**src/rtl/ram_port_arbiter.sv**
```systemverilog
// ram_port_arbiter: round-robin sharing of one async single-port RAM
// between two requesters. Build option: ARB_BACK_TO_BACK_EN.
// Ports: clk, rst_n (async, active low); per requester N:
//   reqN/weN/addrN/dinN in, gntN/rdataN/rvalidN out;
//   RAM side: ram_we/ram_addr/ram_din out (all flops), ram_dout in.
module ram_port_arbiter #(
  parameter int AW = 4,
  parameter int DW = 8
) (
  input  logic          clk,
  input  logic          rst_n,
  input  logic          req0,
  input  logic          we0,
  input  logic [AW-1:0] addr0,
  input  logic [DW-1:0] din0,
  output logic          gnt0,
  output logic [DW-1:0] rdata0,
  output logic          rvalid0,
  input  logic          req1,
  input  logic          we1,
  input  logic [AW-1:0] addr1,
  input  logic [DW-1:0] din1,
  output logic          gnt1,
  output logic [DW-1:0] rdata1,
  output logic          rvalid1,
  output logic          ram_we,
  output logic [AW-1:0] ram_addr,
  output logic [DW-1:0] ram_din,
  input  logic [DW-1:0] ram_dout
);

  localparam logic [0:0] IDLE   = 1'b0;
  localparam logic [0:0] ACCESS = 1'b1;

  logic [0:0]    state_q, state_d;
  logic          rr_last_q, rr_last_d;
  logic          gnt0_q, gnt0_d;
  logic          gnt1_q, gnt1_d;
  logic          ram_we_q, ram_we_d;
  logic [AW-1:0] ram_addr_q, ram_addr_d;
  logic [DW-1:0] ram_din_q, ram_din_d;
  logic [DW-1:0] rdata0_q, rdata0_d;
  logic [DW-1:0] rdata1_q, rdata1_d;
  logic          rvalid0_q, rvalid0_d;
  logic          rvalid1_q, rvalid1_d;

  logic elig0, elig1, can_grant;
  logic pick0, pick1;

  always_comb begin
    elig0 = req0;
    elig1 = req1;
`ifdef ARB_BACK_TO_BACK_EN
    can_grant = 1'b1;
    // The owner of the ending access still holds req with a
    // stale command; keep it out of this edge's decision.
    if (state_q == ACCESS) begin
      elig0 = req0 & ~gnt0_q;
      elig1 = req1 & ~gnt1_q;
    end
`else
    can_grant = (state_q == IDLE);
`endif
    // rr_last_q names the last winner; on contention the
    // other side wins.
    pick0 = can_grant & elig0 & (~elig1 | rr_last_q);
    pick1 = can_grant & elig1 & (~elig0 | ~rr_last_q);
  end

  always_comb begin
    state_d    = state_q;
    rr_last_d  = rr_last_q;
    gnt0_d     = 1'b0;
    gnt1_d     = 1'b0;
    ram_we_d   = 1'b0;
    ram_addr_d = ram_addr_q;
    ram_din_d  = ram_din_q;
    rdata0_d   = rdata0_q;
    rdata1_d   = rdata1_q;
    rvalid0_d  = 1'b0;
    rvalid1_d  = 1'b0;

    unique case (state_q)
      IDLE: ;
      ACCESS: begin
        state_d = IDLE;
        if (!ram_we_q) begin
          if (gnt0_q) begin
            rdata0_d  = ram_dout;
            rvalid0_d = 1'b1;
          end
          if (gnt1_q) begin
            rdata1_d  = ram_dout;
            rvalid1_d = 1'b1;
          end
        end
      end
      default: state_d = IDLE;
    endcase

    unique case (1'b1)
      pick0: begin
        state_d    = ACCESS;
        gnt0_d     = 1'b1;
        rr_last_d  = 1'b0;
        ram_we_d   = we0;
        ram_addr_d = addr0;
        ram_din_d  = din0;
      end
      pick1: begin
        state_d    = ACCESS;
        gnt1_d     = 1'b1;
        rr_last_d  = 1'b1;
        ram_we_d   = we1;
        ram_addr_d = addr1;
        ram_din_d  = din1;
      end
      default: ;
    endcase
  end

  always_ff @(posedge clk or negedge rst_n) begin
    if (!rst_n) begin
      state_q    <= IDLE;
      rr_last_q  <= 1'b1;
      gnt0_q     <= 1'b0;
      gnt1_q     <= 1'b0;
      ram_we_q   <= 1'b0;
      ram_addr_q <= '0;
      ram_din_q  <= '0;
      rdata0_q   <= '0;
      rdata1_q   <= '0;
      rvalid0_q  <= 1'b0;
      rvalid1_q  <= 1'b0;
    end else begin
      state_q    <= state_d;
      rr_last_q  <= rr_last_d;
      gnt0_q     <= gnt0_d;
      gnt1_q     <= gnt1_d;
      ram_we_q   <= ram_we_d;
      ram_addr_q <= ram_addr_d;
      ram_din_q  <= ram_din_d;
      rdata0_q   <= rdata0_d;
      rdata1_q   <= rdata1_d;
      rvalid0_q  <= rvalid0_d;
      rvalid1_q  <= rvalid1_d;
    end
  end

  assign gnt0     = gnt0_q;
  assign gnt1     = gnt1_q;
  assign rdata0   = rdata0_q;
  assign rdata1   = rdata1_q;
  assign rvalid0  = rvalid0_q;
  assign rvalid1  = rvalid1_q;
  assign ram_we   = ram_we_q;
  assign ram_addr = ram_addr_q;
  assign ram_din  = ram_din_q;

endmodule

```
**config.mk**
```make
export PLATFORM = sky130hd
export DESIGN_NAME = ram_port_arbiter
export DESIGN_NICKNAME = d
export VERILOG_FILES = /design/src/rtl/ram_port_arbiter.sv
export SDC_FILE = /design/constraint.sdc
export NUM_CORES = 1
export LEC_CHECK = 0
export ABC_AREA = 0
export ABC_CLOCK_PERIOD_IN_PS = 1400
export BUFFER_PORTS_ARGS = -buffer_cell sky130_fd_sc_hd__buf_4
export CAP_MARGIN = 40
export CORE_MARGIN = 1.5
export CORE_UTILIZATION = 30
export DETAILED_ROUTE_END_ITERATION = 10
export GPL_TIMING_DRIVEN = 0
export SLEW_MARGIN = 20
export SYNTH_ARGS = -nofsm -noshare
export SYNTH_HDL_FRONTEND = slang
export SYNTH_SLANG_ARGS = --single-unit
```
**constraint.sdc**
```tcl
create_clock -name clk -period 1.4 [get_ports clk]
set_input_delay 0.14 -clock clk [delete_from_list [all_inputs] [get_ports clk]]
set_output_delay 0.14 -clock clk [all_outputs]
set_load 0.05 [all_outputs]
```
==> qor.txt <==
Status: finished clean
Vias in the first global route: 1276
Worst vdd ir: 0.000763 V
Worst-path maximum fanout: 9
Setup tns final: 0 ns
Post-synth EDFFs: 0
Post-Synth Adder-Cell Area: 0
Maximum root-to-sink buffer count: 2
Via count: 1218
CTS tree: yes
Actual slew at the worst max-slew pin: 0.444 ns
R2R Path Start: state_q
Die W: 72.9 um
Number of diodes: 0
Clk_lat worst skew: 0.28 ns
Layout area overhead: 48.4%
Post-Synth XOR/XNOR Area: 0
Async SR Flop Fraction: 1.00
Worst Path Required: 1.56 ns
Via/cell ratio: 4.54
Setup Fix Bufs, Post-CTS: 0
CTS Sinks: 35
Syn_area_per_cell: 11.9 um^2
Synth top cells by count: 34 x dfrtp_1, 16 x mux2_2, 13 x nor2_1
Most common cell in the netlist: dfrtp_1
GP Congestion: 0.752
I/O pins: 71
Wire length per cell: 13.0 um
Kind of critical path: reg2reg
Placement Rows: 25
Mapped Nets: 161
Core area: 4720 um^2
Worst min-delay path class: in2reg
Hold_buf cts: 1
I/O Buffers: 70
Overflow after GRT: 0
Largest net degree at the start of global routing: 36
Cts repair resizes: 0
Mux contribution to synthesized area: 0.123
Yosys warnings: 0
FF-to-FF path depth: 3
Setup repair after global routing missed its margin: no
CP Capture Type: register
Antenna-violating nets left: 0
Setup Skew: 0.00890 ns
Leak: 1.04 nW
Largest family of logic cells by synthesized area: multiplexers
Area leader, netlist: dfrtp_1
Max cap viols: 0
Synth Instances: 123
Final min period: 1.29 ns
Antenna violations before repair: 0
Slew HR: 0.704
Count of cell types in the netlist: 21
Fmax: 774 MHz
Critical path endpoint: rdata0[5]
Die Ht: 72.9 um
Final period util: 0.923
Seq cells post-synth: 35
Post-Synth Simple-Gate Area: 0.121
R2r setup slk: 0.11 ns
First-pass GRT wire length: 5710 um
Reg clk slew, reported paths: 0.07 ns
CTS root buffer: clkbuf_8
Total power: 0.00445 W
Post-detail-place hpwl: 2540 um
Synth Area in Compound Gates: 0.112
DR pass1 iterations: 4
CP startpoint kind: register
Final Util: 0.460
Starting Density: 0.310
Setup crit start: state_q
Pwr/cell area: 2050 nW/um^2
Die Area: 5310 um^2
FF-to-FF End: rdata0[5]
Setup violations, final: 0
Sequential-to-total area share from yosys stat: 0.599
Max-slew violation count: 0
DRC errors left: 0
Most common flop cell mapped by yosys: dfrtp_1
Drt total wl: 3480 um
Final Hold Vio Count: 0
Htree depth: 2
Global Route Usage Sum: 0.143
Initial drt markers: 25
Synth Cell Area: 1460 um^2
Share of the synthesized area in the top cell type: 0.581
Nets: 239
WP data arrival: 1.45 ns
Num CTS Buffers: 5
Synth area leaders: dfrtp_1 58%, mux2_2 12%, a31oi_1 5.1%
Layout cell share with drive strength beyond 1: 0.532
layer usage:
layer  vias up  track usage  share of wire
met4         0       0.0671         0.0083
met1       565        0.173           0.46
li1        589            -              -
met3         4       0.0622           0.11
met2        60        0.219           0.43
met5         -            0              0
power breakdown:
group          leakage (nW)  switching [W]  internal (W)
sequential            0.408       0.000160       0.00134
combinational         0.589        0.00149      0.000737
clock                0.0470       0.000340      0.000386
area by class of cell:
class | count | area [um^2]
clock buffer | 6 | 82.6
timing repair buffer | 71 | 536
inverter | 3 | 11.3
buffer | 7 | 53.8
tap | 67 | 83.8
sequential | 35 | 878
multi-input combinational | 78 | 522
fill | 483 | 2550
clock inverter | 1 | 5.00
worst min path at each step:
| stage | startpoint | depth (start not counted) | to | slack (ns) |
|---|---|---|---|---|
| floorplan | rst_n | 0 | gnt0 | -0.16 |
| global placement | rst_n | 1 | rdata0[4] | 0.12 |
| detailed placement | rst_n | 1 | rdata1[6] | 0.12 |
| CTS | we1 | 2 | ram_we | 0.07 |
| global route | we1 | 2 | ram_we | 0.08 |
| finish | we1 | 2 | ram_we | 0.08 |
per-stage QoR:
step | area, um^2 | hold slack (ns) | instances | setup WS [ns]
floorplan | 1470 | -0.156 | 123 | 0.0374
global placement | 2070 | 0.124 | 260 | 0.134
detailed placement | 2070 | 0.125 | 260 | 0.126
CTS | 2170 | 0.0658 | 268 | 0.106
global route | 2170 | 0.0799 | 268 | 0.0497
finish | 2170 | 0.0782 | 268 | 0.107
cells by family (layout without fill, tap and decap cells):
logic type | after synthesis | after routing
multiplexers | 16 | 16
AND/OR/NAND/NOR | 34 | 34
buffers and inverters | 10 | 88
flip-flops | 35 | 35
AO/OA/AOI/OAI | 28 | 28
layout by cell type, fill, tap and decap left out, types with 2 or more instances in the layout:
cell type	Yosys	routed
nor2_1	13	13
dfrtp_1	34	33
o21ai_0	10	10
buf_4	4	74
and2b_2	2	2
nand2_1	2	2
mux2_2	16	16
nand2_4	2	2
o21ai_1	3	3
nand2b_1	2	2
nand3_1	12	12
inv_1	3	3
a31oi_1	12	12
clkbuf_8	0	6
flip-flops by register name, indices dropped and copies added, names as in the netlist, 4 cells and up:
signal	flops
rdata0	8
ram_din	8
rdata1	8
ram_addr	4
critical path, stage by stage (launching register included):
cell and delay, ns:
dfrtp_1 0.42, and2b_2 0.25, nand2_4 0.15, mux2_2 0.35
Note: power is estimated with default switching activity, not from simulation.
